==> src/rtl/ddr_init_sequencer.sv <==
// DDR4 power-up sequencer: reset hold, CKE, MR3..MR0 writes, optional ZQCL,
// then the MR0 update path. Optional ZQ calibration: define INIT_ZQCAL_EN.
// Ports: clock_t, reset (sync, active-high), mrs_update_rdy/_cmd (MR0 update
// request), cke, cmd, mr_sel, mr_data, config_done, mr0, update_busy.
module ddr_init_sequencer #(
  parameter int MRS_WIDTH = 14,
  parameter int T_RESET   = 20,
  parameter int T_XPR     = 10,
  parameter int T_MRD     = 8,
  parameter int T_MOD     = 24,
  parameter int T_ZQINIT  = 64,
  parameter logic [MRS_WIDTH-1:0] MR0_INIT = MRS_WIDTH'('h0210),
  parameter logic [MRS_WIDTH-1:0] MR1_INIT = '0,
  parameter logic [MRS_WIDTH-1:0] MR2_INIT = '0,
  parameter logic [MRS_WIDTH-1:0] MR3_INIT = '0,
  parameter logic [MRS_WIDTH-1:0] MR4_INIT = '0,
  parameter logic [MRS_WIDTH-1:0] MR5_INIT = '0,
  parameter logic [MRS_WIDTH-1:0] MR6_INIT = '0
) (
  input  logic                 clock_t,
  input  logic                 reset,
  input  logic                 mrs_update_rdy,
  input  logic [MRS_WIDTH-1:0] mrs_update_cmd,
  output logic                 cke,
  output logic [1:0]           cmd,
  output logic [2:0]           mr_sel,
  output logic [MRS_WIDTH-1:0] mr_data,
  output logic                 config_done,
  output logic [MRS_WIDTH-1:0] mr0,
  output logic                 update_busy
);

  localparam int TA = (T_RESET > T_XPR) ? T_RESET : T_XPR;
  localparam int TB = (TA > T_MRD) ? TA : T_MRD;
  localparam int TC = (TB > T_MOD) ? TB : T_MOD;
  localparam int TM = (TC > T_ZQINIT) ? TC : T_ZQINIT;
  localparam int CW = $clog2(TM + 1);

  // Outputs lag the state by one register stage, so a state occupied
  // for L cycles exits when its counter reads L-1.
  localparam logic [CW-1:0] TC_RST = CW'(T_RESET - 1);
  localparam logic [CW-1:0] TC_XPR = CW'(T_XPR - 1);
  localparam logic [CW-1:0] TC_MRD = CW'(T_MRD - 2);
  localparam logic [CW-1:0] TC_MOD = CW'(T_MOD - 2);
`ifdef INIT_ZQCAL_EN
  localparam logic [CW-1:0] TC_ZQ  = CW'(T_ZQINIT - 2);
  localparam logic [1:0]    CMD_ZQ = 2'b10;
`endif
  localparam logic [1:0] CMD_DES = 2'b00;
  localparam logic [1:0] CMD_MRS = 2'b01;

  typedef enum logic [3:0] {
    RST_HOLD, XPR_WAIT, MRS_ISSUE, MRS_GAP,
`ifdef INIT_ZQCAL_EN
    ZQ_ISSUE, ZQ_WAIT,
`endif
    DONE, UPD_ISSUE, UPD_WAIT
  } state_e;

  state_e                state_q, state_d;
  logic [CW-1:0]         cnt_q, cnt_d;
  logic [2:0]            idx_q, idx_d;
  logic [MRS_WIDTH-1:0]  upd_q, upd_d;
  logic                  cke_q, cke_d;
  logic [1:0]            cmd_q, cmd_d;
  logic [2:0]            sel_q, sel_d;
  logic [MRS_WIDTH-1:0]  data_q, data_d;
  logic                  done_q, done_d;
  logic                  busy_q, busy_d;
  logic [MRS_WIDTH-1:0]  mr0_q, mr0_d;
  logic [2:0]            mr_num;
  logic [MRS_WIDTH-1:0]  mr_val;

  always_ff @(posedge clock_t) begin
    if (reset) begin
      state_q <= RST_HOLD;
      cnt_q   <= '0;
      idx_q   <= '0;
      upd_q   <= MR0_INIT;
      cke_q   <= 1'b0;
      cmd_q   <= CMD_DES;
      sel_q   <= '0;
      data_q  <= '0;
      done_q  <= 1'b0;
      busy_q  <= 1'b0;
      mr0_q   <= MR0_INIT;
    end else begin
      state_q <= state_d;
      cnt_q   <= cnt_d;
      idx_q   <= idx_d;
      upd_q   <= upd_d;
      cke_q   <= cke_d;
      cmd_q   <= cmd_d;
      sel_q   <= sel_d;
      data_q  <= data_d;
      done_q  <= done_d;
      busy_q  <= busy_d;
      mr0_q   <= mr0_d;
    end
  end

  always_comb begin
    state_d = state_q;
    cnt_d   = cnt_q + CW'(1);
    idx_d   = idx_q;
    upd_d   = upd_q;
    unique case (state_q)
      RST_HOLD: if (cnt_q == TC_RST) begin
        state_d = XPR_WAIT;
        cnt_d   = '0;
      end
      XPR_WAIT: if (cnt_q == TC_XPR) begin
        state_d = MRS_ISSUE;
        cnt_d   = '0;
      end
      MRS_ISSUE: begin
        state_d = MRS_GAP;
        cnt_d   = '0;
      end
      MRS_GAP: begin
        if (idx_q == 3'd6) begin
          if (cnt_q == TC_MOD) begin
`ifdef INIT_ZQCAL_EN
            state_d = ZQ_ISSUE;
`else
            state_d = DONE;
`endif
            cnt_d = '0;
          end
        end else if (cnt_q == TC_MRD) begin
          state_d = MRS_ISSUE;
          idx_d   = idx_q + 3'd1;
          cnt_d   = '0;
        end
      end
`ifdef INIT_ZQCAL_EN
      ZQ_ISSUE: begin
        state_d = ZQ_WAIT;
        cnt_d   = '0;
      end
      ZQ_WAIT: if (cnt_q == TC_ZQ) begin
        state_d = DONE;
        cnt_d   = '0;
      end
`endif
      DONE: begin
        cnt_d = '0;
        if (mrs_update_rdy) begin
          upd_d   = mrs_update_cmd;
          state_d = UPD_ISSUE;
        end
      end
      UPD_ISSUE: begin
        state_d = UPD_WAIT;
        cnt_d   = '0;
      end
      UPD_WAIT: if (cnt_q == TC_MOD) begin
        state_d = DONE;
        cnt_d   = '0;
      end
      default: state_d = RST_HOLD;
    endcase
  end

  // Walk order MR3, MR6, MR5, MR4, MR2, MR1, MR0.
  always_comb begin
    mr_num = 3'd0;
    unique case (idx_q)
      3'd0:    mr_num = 3'd3;
      3'd1:    mr_num = 3'd6;
      3'd2:    mr_num = 3'd5;
      3'd3:    mr_num = 3'd4;
      3'd4:    mr_num = 3'd2;
      3'd5:    mr_num = 3'd1;
      default: mr_num = 3'd0;
    endcase
    mr_val = mr0_q;
    unique case (mr_num)
      3'd1:    mr_val = MR1_INIT;
      3'd2:    mr_val = MR2_INIT;
      3'd3:    mr_val = MR3_INIT;
      3'd4:    mr_val = MR4_INIT;
      3'd5:    mr_val = MR5_INIT;
      3'd6:    mr_val = MR6_INIT;
      default: mr_val = mr0_q;
    endcase
  end

  always_comb begin
    cke_d  = (state_q != RST_HOLD);
    cmd_d  = CMD_DES;
    sel_d  = '0;
    data_d = '0;
    done_d = (state_q == DONE) || (state_q == UPD_ISSUE) ||
             (state_q == UPD_WAIT);
    busy_d = (state_q == UPD_ISSUE) || (state_q == UPD_WAIT);
    mr0_d  = mr0_q;
    unique case (state_q)
      MRS_ISSUE: begin
        cmd_d  = CMD_MRS;
        sel_d  = mr_num;
        data_d = mr_val;
      end
`ifdef INIT_ZQCAL_EN
      ZQ_ISSUE: cmd_d = CMD_ZQ;
`endif
      UPD_ISSUE: begin
        cmd_d  = CMD_MRS;
        data_d = upd_q;
        mr0_d  = upd_q;
      end
      default: ;
    endcase
  end

  assign cke         = cke_q;
  assign cmd         = cmd_q;
  assign mr_sel      = sel_q;
  assign mr_data     = data_q;
  assign config_done = done_q;
  assign mr0         = mr0_q;
  assign update_busy = busy_q;

endmodule

==> config.mk <==
export PLATFORM = sky130hd
export DESIGN_NAME = ddr_init_sequencer
export DESIGN_NICKNAME = d
export VERILOG_FILES = /design/src/rtl/ddr_init_sequencer.sv
export SDC_FILE = /design/constraint.sdc
export NUM_CORES = 1
export LEC_CHECK = 0
export CAP_MARGIN = 20
export CORE_ASPECT_RATIO = 0.75
export CORE_MARGIN = 2
export CORE_UTILIZATION = 50
export CTS_BUF_LIST = sky130_fd_sc_hd__clkbuf_16
export DETAILED_ROUTE_END_ITERATION = 6
export GPL_TIMING_DRIVEN = 1
export PLACE_DENSITY = 0.76
export SYNTH_ARGS = -nofsm -noshare
export SYNTH_HDL_FRONTEND = slang
export SYNTH_SLANG_ARGS = --single-unit
==> constraint.sdc <==
create_clock -name clock_t -period 3.1 [get_ports clock_t]
set_clock_uncertainty 0.15 [all_clocks]
set_input_delay 0.62 -clock clock_t [delete_from_list [all_inputs] [get_ports clock_t]]
set_output_delay 0.62 -clock clock_t [all_outputs]
set_load 0.01 [all_outputs]
Word-level counts from Yosys, hierarchy flattened
Cells that the tools add are included.

Word-level logic and storage cells: 71. Register bits after elaboration: 64.

Reductions and logical operators: 13. Equal/unequal tests: 26. $add $sub $neg: 2. Bitwise logic cells: 2. Muxes and demuxes: 17.

Operator list (count): two-way mux 7 bit (5); case mux 7 bit (5 select lines) (1); case mux 14 bit (2 select lines) (1); case mux 4 bit (7 select lines) (1); two-way mux 4 bit (6); equality test 3 bit, second input constant (6); case mux 3 bit (6 select lines) (1); equality test 7 x 5 -> 1 bit, second input constant (2); two-way mux 14 bit (1); equality test 3 x 2 -> 1 bit, second input constant (4); equality test 4 x 3 -> 1 bit, second input constant (3); equality test 4 x 2 -> 1 bit, second input constant (2); adder 7 x 1 -> 7 bit, second input constant (1); equality test 7 x 3 -> 1 bit, second input constant (1); equality test 7 x 4 -> 1 bit, second input constant (1); equality test 3 x 1 -> 1 bit, second input constant (2); inequality test 2 bit, second input constant (3); OR reduction 6 bit (1); equality test 4 x 1 -> 1 bit, second input constant (1); zero test 4 bit (1); AND reduction 4 bit (1); nonzero test 4 bit (1); OR reduction 2 bit (2); adder 3 x 1 -> 3 bit, second input constant (1); 8 further kinds (11).

Logic depth before layout (Yosys ltp)
Gate-level depths: netlist (run 1).

Word-level depth: 6. Mapped depth: 7.

Worst setup path after synthesis (run 1)
OpenSTA, ideal clock, no wires.

Path kind: reg-to-reg. Start point: register cnt_q[0]. End point: register cnt_q[2]. Setup time: 135 ps. Path buffers: 0. Cell stages (with the launch flop): 7. Data arrival time: 1648 ps. Data required time: 2815 ps. Slack: 1166 ps. Period minus slack after synthesis: 1934 ps. Cells stage by stage: dfxtp_1 > ha_1 > or4b_1 > nor3b_2 > o22ai_2 > a2111oi_4 > nor3_1.

Word-level cells in the longest chain between the ends: 4.

RTL lines: start, declared (line 61) `logic [CW-1:0] cnt_q, cnt_d;`; start signal, assigned (line 89) `cnt_q <= cnt_d;`; adder 7 x 1 -> 7 bit (tied with other cells) (line 104) `cnt_d = cnt_q + CW'(1);`; two-way mux 7 bit, on equally long branches (line 130, 122, 157); two-way mux 7 bit (line 121) `if (idx_q == 3'd6) begin`; case mux 7 bit (5 select lines) * (line 107) `unique case (state_q)`.

Mark *: on every way between the ends. The rest lies on a longest branch, timed or not. A chain may end at the register's enable or synchronous reset.

Final worst setup path (run 1)
Start point: register cnt_q[0]. End point: register cnt_q[3].

Same word-level chain as after synthesis.

==> flow_summary.yaml, run 1 <==
clock_tree:
  holdBufCountCts: 0
  cts_buffers: 9
  clock_latency_ps: 320
  cts_resized: 0
  cts_root_buffer: "clkbuf_16"
  clock_sinks: 63
  cts_buffer_depth: 2
  clkSlewWorstSetupHoldPaths_ps: 50
  post_cts_buffers: 0
  htreeDepth: 3
  cts_tree: "yes"
synthesis:
  synth_area_sq_um: 2490
  async_flop_share_pct: 0
  yosys_register_bits: 63
  yosys_warnings: 0
  syn_inst: 270
  yosys-top-cells-count: "dfxtp_1 (63), nand2_1 (41), nor2_1 (25), a21oi_1 (23), nor3_1 (16)"
  synth_top_area_cell: "dfxtp_1"
  ys.flop_type: "dfxtp_1"
  ys_top_cells_by_area: "dfxtp_1 (51%), nand2_1 (6.2%), mux2i_1 (5.2%), a21oi_1 (4.6%), nor2_1 (3.8%)"
  seq_area_frac_synth_pct: 50.6
  synth_top_cell_area_share_pct: 50.6
  syn_area_per_cell_sq_um: 9.24
  synthMostInstantiatedCell: "dfxtp_1"
  synth_edf_count: 0
  synth_cell_types: 39
placed_design:
  io_buffers: 51
  place.gp.congestion: 0.761
  dpl.hpwl_microns: 3440
timing:
  maxSlewViolCount: 0
  min_period_ps: 2150
  setup_viol: 0
  worst_pin_slew_ps: 838
  max_slew_margin_pct: 43.6
  fmax_ghz: 0.465
  hold_viol_final: 0
  holdWs_ps: 321
  rsz0062_at_grt: "no"
  fin_crit_sh_pct: 69.3
  fin_tns_setup_ps: 0
route:
  drc: 0
  firstDrtPassIters: 5
  drtIter0Drc: 136
  routed_wl_microns: 5260
  vias_per_cell: 5.34
  ant_nets: 0
  wire_per_inst_microns: 13.6
  vias: 2068
critical_path:
  crit_path_max_fanout: 7
  reg2reg_from: "cnt_q[0]$_SDFF_PP0_"
  cp_num_buf_inv: 0
  cp-startpoint: "cnt_q[0]$_SDFF_PP0_"
  slowest_stage: "or4b_1"
  end_kind: "flip-flop"
  reg2reg_slack_ps: 950
  setup.worst_path.start_class: "flip-flop"
  worst_ep_required_time_ps: 3140
  crit_path_cell_trace: "ha_1 > or4b_1 > nor3b_2 > o22ai_2 > a2111oi_4 > nor3_1"
  r2r_cells: 6
  critPathTopFamily: "simple AND/OR/NAND/NOR gates"
  timing.rr.end: "cnt_q[3]$_SDFF_PP0_"
  cp.arrival_ps: 2190
  cp.depth: 6
  cp-endpoint: "cnt_q[3]$_SDFF_PP0_"
  critical-path-max-stage-delay_ps: 450
  crit_type: "reg2reg"
floorplanning:
  fp.dieW_microns: 85.5
  start_util_pct: 51.5
  core_area_sq_um: 4840
  ios: 53
  die_y_microns: 65.2
  row_count: 22
  die_area_sq_um: 5570
finish:
  area_growth_pct: 33.4
  final_layout_size_suffix_gt1_share_pct: 7.34
  finalNetCount: 346
  final_core_util_pct: 68.6
  diodes: 0
min_path:
  hp-class: "reg2reg"
global_route:
  overflow: 0
  antenna_found_initial: 0
  grt_pass1_vias: 1913
  grt_max_degree: 46
  grt_pass1_wl_microns: 8900
  track_usage_pct: 20.6
power_and_ir_drop:
  ir_worst_vdd_mv: 0.431
  p_per_area_nw_per_um2: 552
  p_leak_nw: 1.31
  fin_total_pwr_w: 0.00183
status:
  status: "completed"
job:
  max-cap-violations: 0
==> cell families (layout without fill, tap and decap cells) <==
family,Yosys count,after routing,share of synthesized area (%)
fa+ha+maj,7,7,3.51
xor+xnor,8,8,2.81
buf+inv,20,76,3.36
mux,13,13,5.22
flops,63,63,50.6
simple gates,110,110,20.5
compound gates,48,48,13.9
other cells,1,2,0.150
==> layout make-up <==
cell class,instances,area (sq um)
clock buffers,9,225
multi-input cells,188,1150
repair buffers,54,533
flip-flops and latches,63,1260
clock inverters,7,56.3
fillers,377,1520
inverters,6,22.5
well taps,60,75.1
==> tightest hold or removal path: stages (launching register included) <==
cell	delay (ps)
dfxtp_1	320
nand2_1	60
a21oi_1	50
==> cells in the final DEF (no fill, tap or decap), drive strengths merged, types with 2 or more instances in the layout <==
| cell type | n |
|---|---|
| dfxtp | 63 |
| clkdlybuf4s50 | 51 |
| nand2 | 41 |
| nor2 | 25 |
| a21oi | 23 |
| nor3 | 16 |
| mux2i | 13 |
| nand3 | 10 |
| a22o | 10 |
| clkbuf | 9 |
| inv | 8 |
| ha | 7 |
| xnor2 | 5 |
| nor2b | 4 |
| clkinv | 4 |
| and3 | 4 |
| xor2 | 3 |
| nand2b | 3 |
| o21ai | 3 |
| buf | 3 |
| nand4 | 2 |
| conb | 2 |
| a2111oi | 2 |
==> how the worst min path moves through the flow <==
stage	startpoint	end	slack, ps	depth (start not counted)
floorplan	upd_q[0]$_SDFFE_PP0P_	mr0[0]$_SDFFE_PP0P_	290	2
global placement	upd_q[1]$_SDFFE_PP0P_	mr0[1]$_SDFFE_PP0P_	310	2
detailed placement	upd_q[1]$_SDFFE_PP0P_	mr0[1]$_SDFFE_PP0P_	310	2
CTS	upd_q[5]$_SDFFE_PP0P_	mr0[5]$_SDFFE_PP0P_	320	2
global route	upd_q[0]$_SDFFE_PP0P_	mr0[0]$_SDFFE_PP0P_	340	2
finish	upd_q[5]$_SDFFE_PP0P_	mr0[5]$_SDFFE_PP0P_	320	2
==> report_power, final <==
| part | switching (W) | leakage [nW] | internal [W] |
|---|---|---|---|
| logic | 0.0000321 | 0.656 | 0.0000373 |
| registers | 0.0000113 | 0.509 | 0.000819 |
| clock network | 0.000328 | 0.149 | 0.000607 |
| total | 0.000371 | 1.31 | 0.00146 |
==> registers in the layout (all words and copies together) (netlist names), 3 cells and up <==
register,cells
state_q,4
mr_sel,3
mr_data,14
cnt_q,7
upd_q,14
idx_q,3
mr0,14
==> through the flow <==
| stage | instances | instance area, sq um | worst slack [ps] |
|---|---|---|---|
| floorplan | 271 | 2500 | 1170 |
| global placement | 371 | 3040 | 731 |
| detailed placement | 371 | 3040 | 678 |
| CTS | 387 | 3330 | 932 |
| global route | 387 | 3330 | 779 |
| finish | 387 | 3330 | 951 |
==> metal layers <==
metal	track usage, %	vias up	share of wire (%)	routed length (microns)
li1	-	1035	-	-
met1	26.9	953	49	2590
met2	31.0	71	43	2250
met3	7.16	9	6.3	332
met4	9.33	0	1.6	83
met5	0	-	0	0
No activity file was read; power rests on OpenSTA's default activity.
==> run 2, diff against run 1 <==
Settings changed: CORE_UTILIZATION 50 to 45, PLACE_DENSITY 0.76 to 0.72.
Clock period 3.1 ns to 1.8 ns, I/O delays scaled along.
==> run 2 against run 1 <==
Compared with the run above: the flow now finishes with violations (negative setup slack); flip-flop and latch count stayed put; via count is 4.8% higher; largest power group unchanged; final area increased by 9.9%; setup slack got worse by 1200 ps; count of clock-buffer cells in the layout unchanged.
==> flow_summary.yaml, run 2 (synthesized netlist as in run 1, its figures left out) <==
status:
  status: "finished with violations"
  violations: "negative setup slack"
floorplanning:
  ios: 53
  row_count: 23
  die_y_microns: 68.5
  start_util_pct: 46.6
  fp.dieW_microns: 90.0
  core_area_sq_um: 5350
  die_area_sq_um: 6160
finish:
  diodes: 0
  num-fill-cells: 435
  multiInputGateArea_sq_um: 1220
  finalNetCount: 377
  seq_area_sq_um: 1260
  layout_common_cells: "dfxtp_1 (61), clkdlybuf4s50_1 (51), nand2_1 (41), buf_4 (33), nor2_1 (23)"
  final_common_cell: "dfxtp_1"
  final_layout_size_suffix_gt1_share_pct: 20.4
  area_growth_pct: 46.6
power_and_ir_drop:
  p_per_area_nw_per_um2: 888
  swShare_pct: 21.0
  intPower_w: 0.00256
  power_frac_clock_pct: 50.7
  p_leak_nw: 1.48
  ir_worst_vdd_mv: 0.578
  power_frac_comb_pct: 5.6
  p_sw_w: 0.000683
  seq_power_share_pct: 43.7
clock_tree:
  clock_sinks: 63
  cts_tree: "yes"
  cts_root_buffer: "clkbuf_16"
  holdBufCountCts: 0
  clock_latency_ps: 320
  htreeDepth: 3
  cts_buffer_depth: 2
  clkSlewWorstSetupHoldPaths_ps: 50
  cts_buffers: 9
timing:
  min_period_ps: 2020
  fin_crit_sh_pct: 112
  maxSlewViolCount: 0
  rsz0062_at_grt: "yes"
  hold_viol_final: 0
  setup_viol: 10
  fmax_ghz: 0.494
  layout_setup_ws_ps: -225
  holdWs_ps: 319
  fin_tns_setup_ps: -1810
critical_path:
  slowest_stage: "or4b_4"
  crit_path_cell_trace: "ha_2 > or4b_4 > nor3b_4 > o22ai_2 > a2111oi_4 > buf_6 > nor3_1"
  crit_path_max_fanout: 7
  cp.arrival_ps: 2060
  end_kind: "flip-flop"
  critical-path-max-stage-delay_ps: 460
  setup.worst_path.start_class: "flip-flop"
  crit_type: "reg2reg"
  worst_ep_required_time_ps: 1840
route:
  ant_nets: 0
  routed_wl_microns: 5980
  vias_per_cell: 5.00
  drtIter0Drc: 142
  drc: 0
  wire_per_inst_microns: 13.8
  firstDrtPassIters: 4
  vias: 2167
job:
  max-cap-violations: 0
global_route:
  met2_usage_pct: 34.4
  grt_pass1_wl_microns: 9670
  grt.busiest_layer: "met2"
  use_met3_pct: 5.95
  overflow: 0
  antenna_found_initial: 0
  grt_max_degree: 39
  met1_usage_pct: 25.5
  track_usage_pct: 20.4
  grt_pass1_vias: 2019
min_path:
  hp-class: "reg2reg"
placed_design:
  io_buffers: 51
  post-place-ws_ps: -387
  place.gp.congestion: 0.837
  dpl.hpwl_microns: 4010
-- run 2: final cells by class --
cell class	count	area share, %
Clock buffer	9	6.16
Clock inverter	7	1.75
Inverter	6	0.616
Multi-Input combinational cell	188	33.3
Sequential cell	63	34.6
Tap cell	75	2.57
Timing Repair Buffer	85	21.0
-- run 2: stage by stage --
stage | cells | utilization, % | cell area [sq um] | total power, W
after global routing | 433 | 68.3 | 3660 | 0.00335
after floorplan | 271 | - | 2500 | 0.00152
after detailed placement | 415 | 61.3 | 3280 | 0.00161
after global placement | 415 | 61.3 | 3280 | 0.00160
after CTS | 433 | 67.5 | 3610 | 0.00326
final | 433 | 68.3 | 3660 | 0.00325
-- run 2: path summary, 6_finish.rpt --
path                         from                   end  slack (ps)  cells past startpoint
max           cnt_q[0]$_SDFF_PP0_   cnt_q[0]$_SDFF_PP0_        -220                      7
min          mr0[13]$_SDFFE_PP0P_  mr0[13]$_SDFFE_PP0P_         320                      2
max reg2reg   cnt_q[0]$_SDFF_PP0_   cnt_q[0]$_SDFF_PP0_        -220                      7
min reg2reg  mr0[13]$_SDFFE_PP0P_  mr0[13]$_SDFFE_PP0P_         320                      2
-- run 2: routing by layer --
| metal | wire, microns | share of wire [%] |
|---|---|---|
| met2 | 2820 | 47 |
| met3 | 257 | 4.3 |
| met1 | 2850 | 48 |
| met4 | 42 | 0.70 |
| met5 | 0 | 0 |
-- run 2: critical path, delay by kind of cell, from the launching register on --
kind / cells / cell delay [ps]
adder cells (fa/ha/maj): 1 / 160
flip-flops: 1 / 340
AO/OA/AOI/OAI: 2 / 340
AND/OR/NAND/NOR: 3 / 710
buffers and inverters: 1 / 190
-- run 2: repair_timing --
action / CTS / global route
buffers inserted: 2 / 0
resized for setup: 8 / 11
setup endpoints to repair: 18 / 26
pin swaps: 0 / 1
hold endpoints to repair: 0 / 0
-- run 2: power groups by stage --
stage | sequential [W] | combinational, W | clock [W]
detailed placement | 0.00145 | 0.000157 | 0
CTS | 0.00142 | 0.000172 | 0.00167
global placement | 0.00145 | 0.000155 | 0
global route | 0.00142 | 0.000196 | 0.00174
floorplan | 0.00145 | 0.0000725 | 0
finish | 0.00142 | 0.000182 | 0.00165
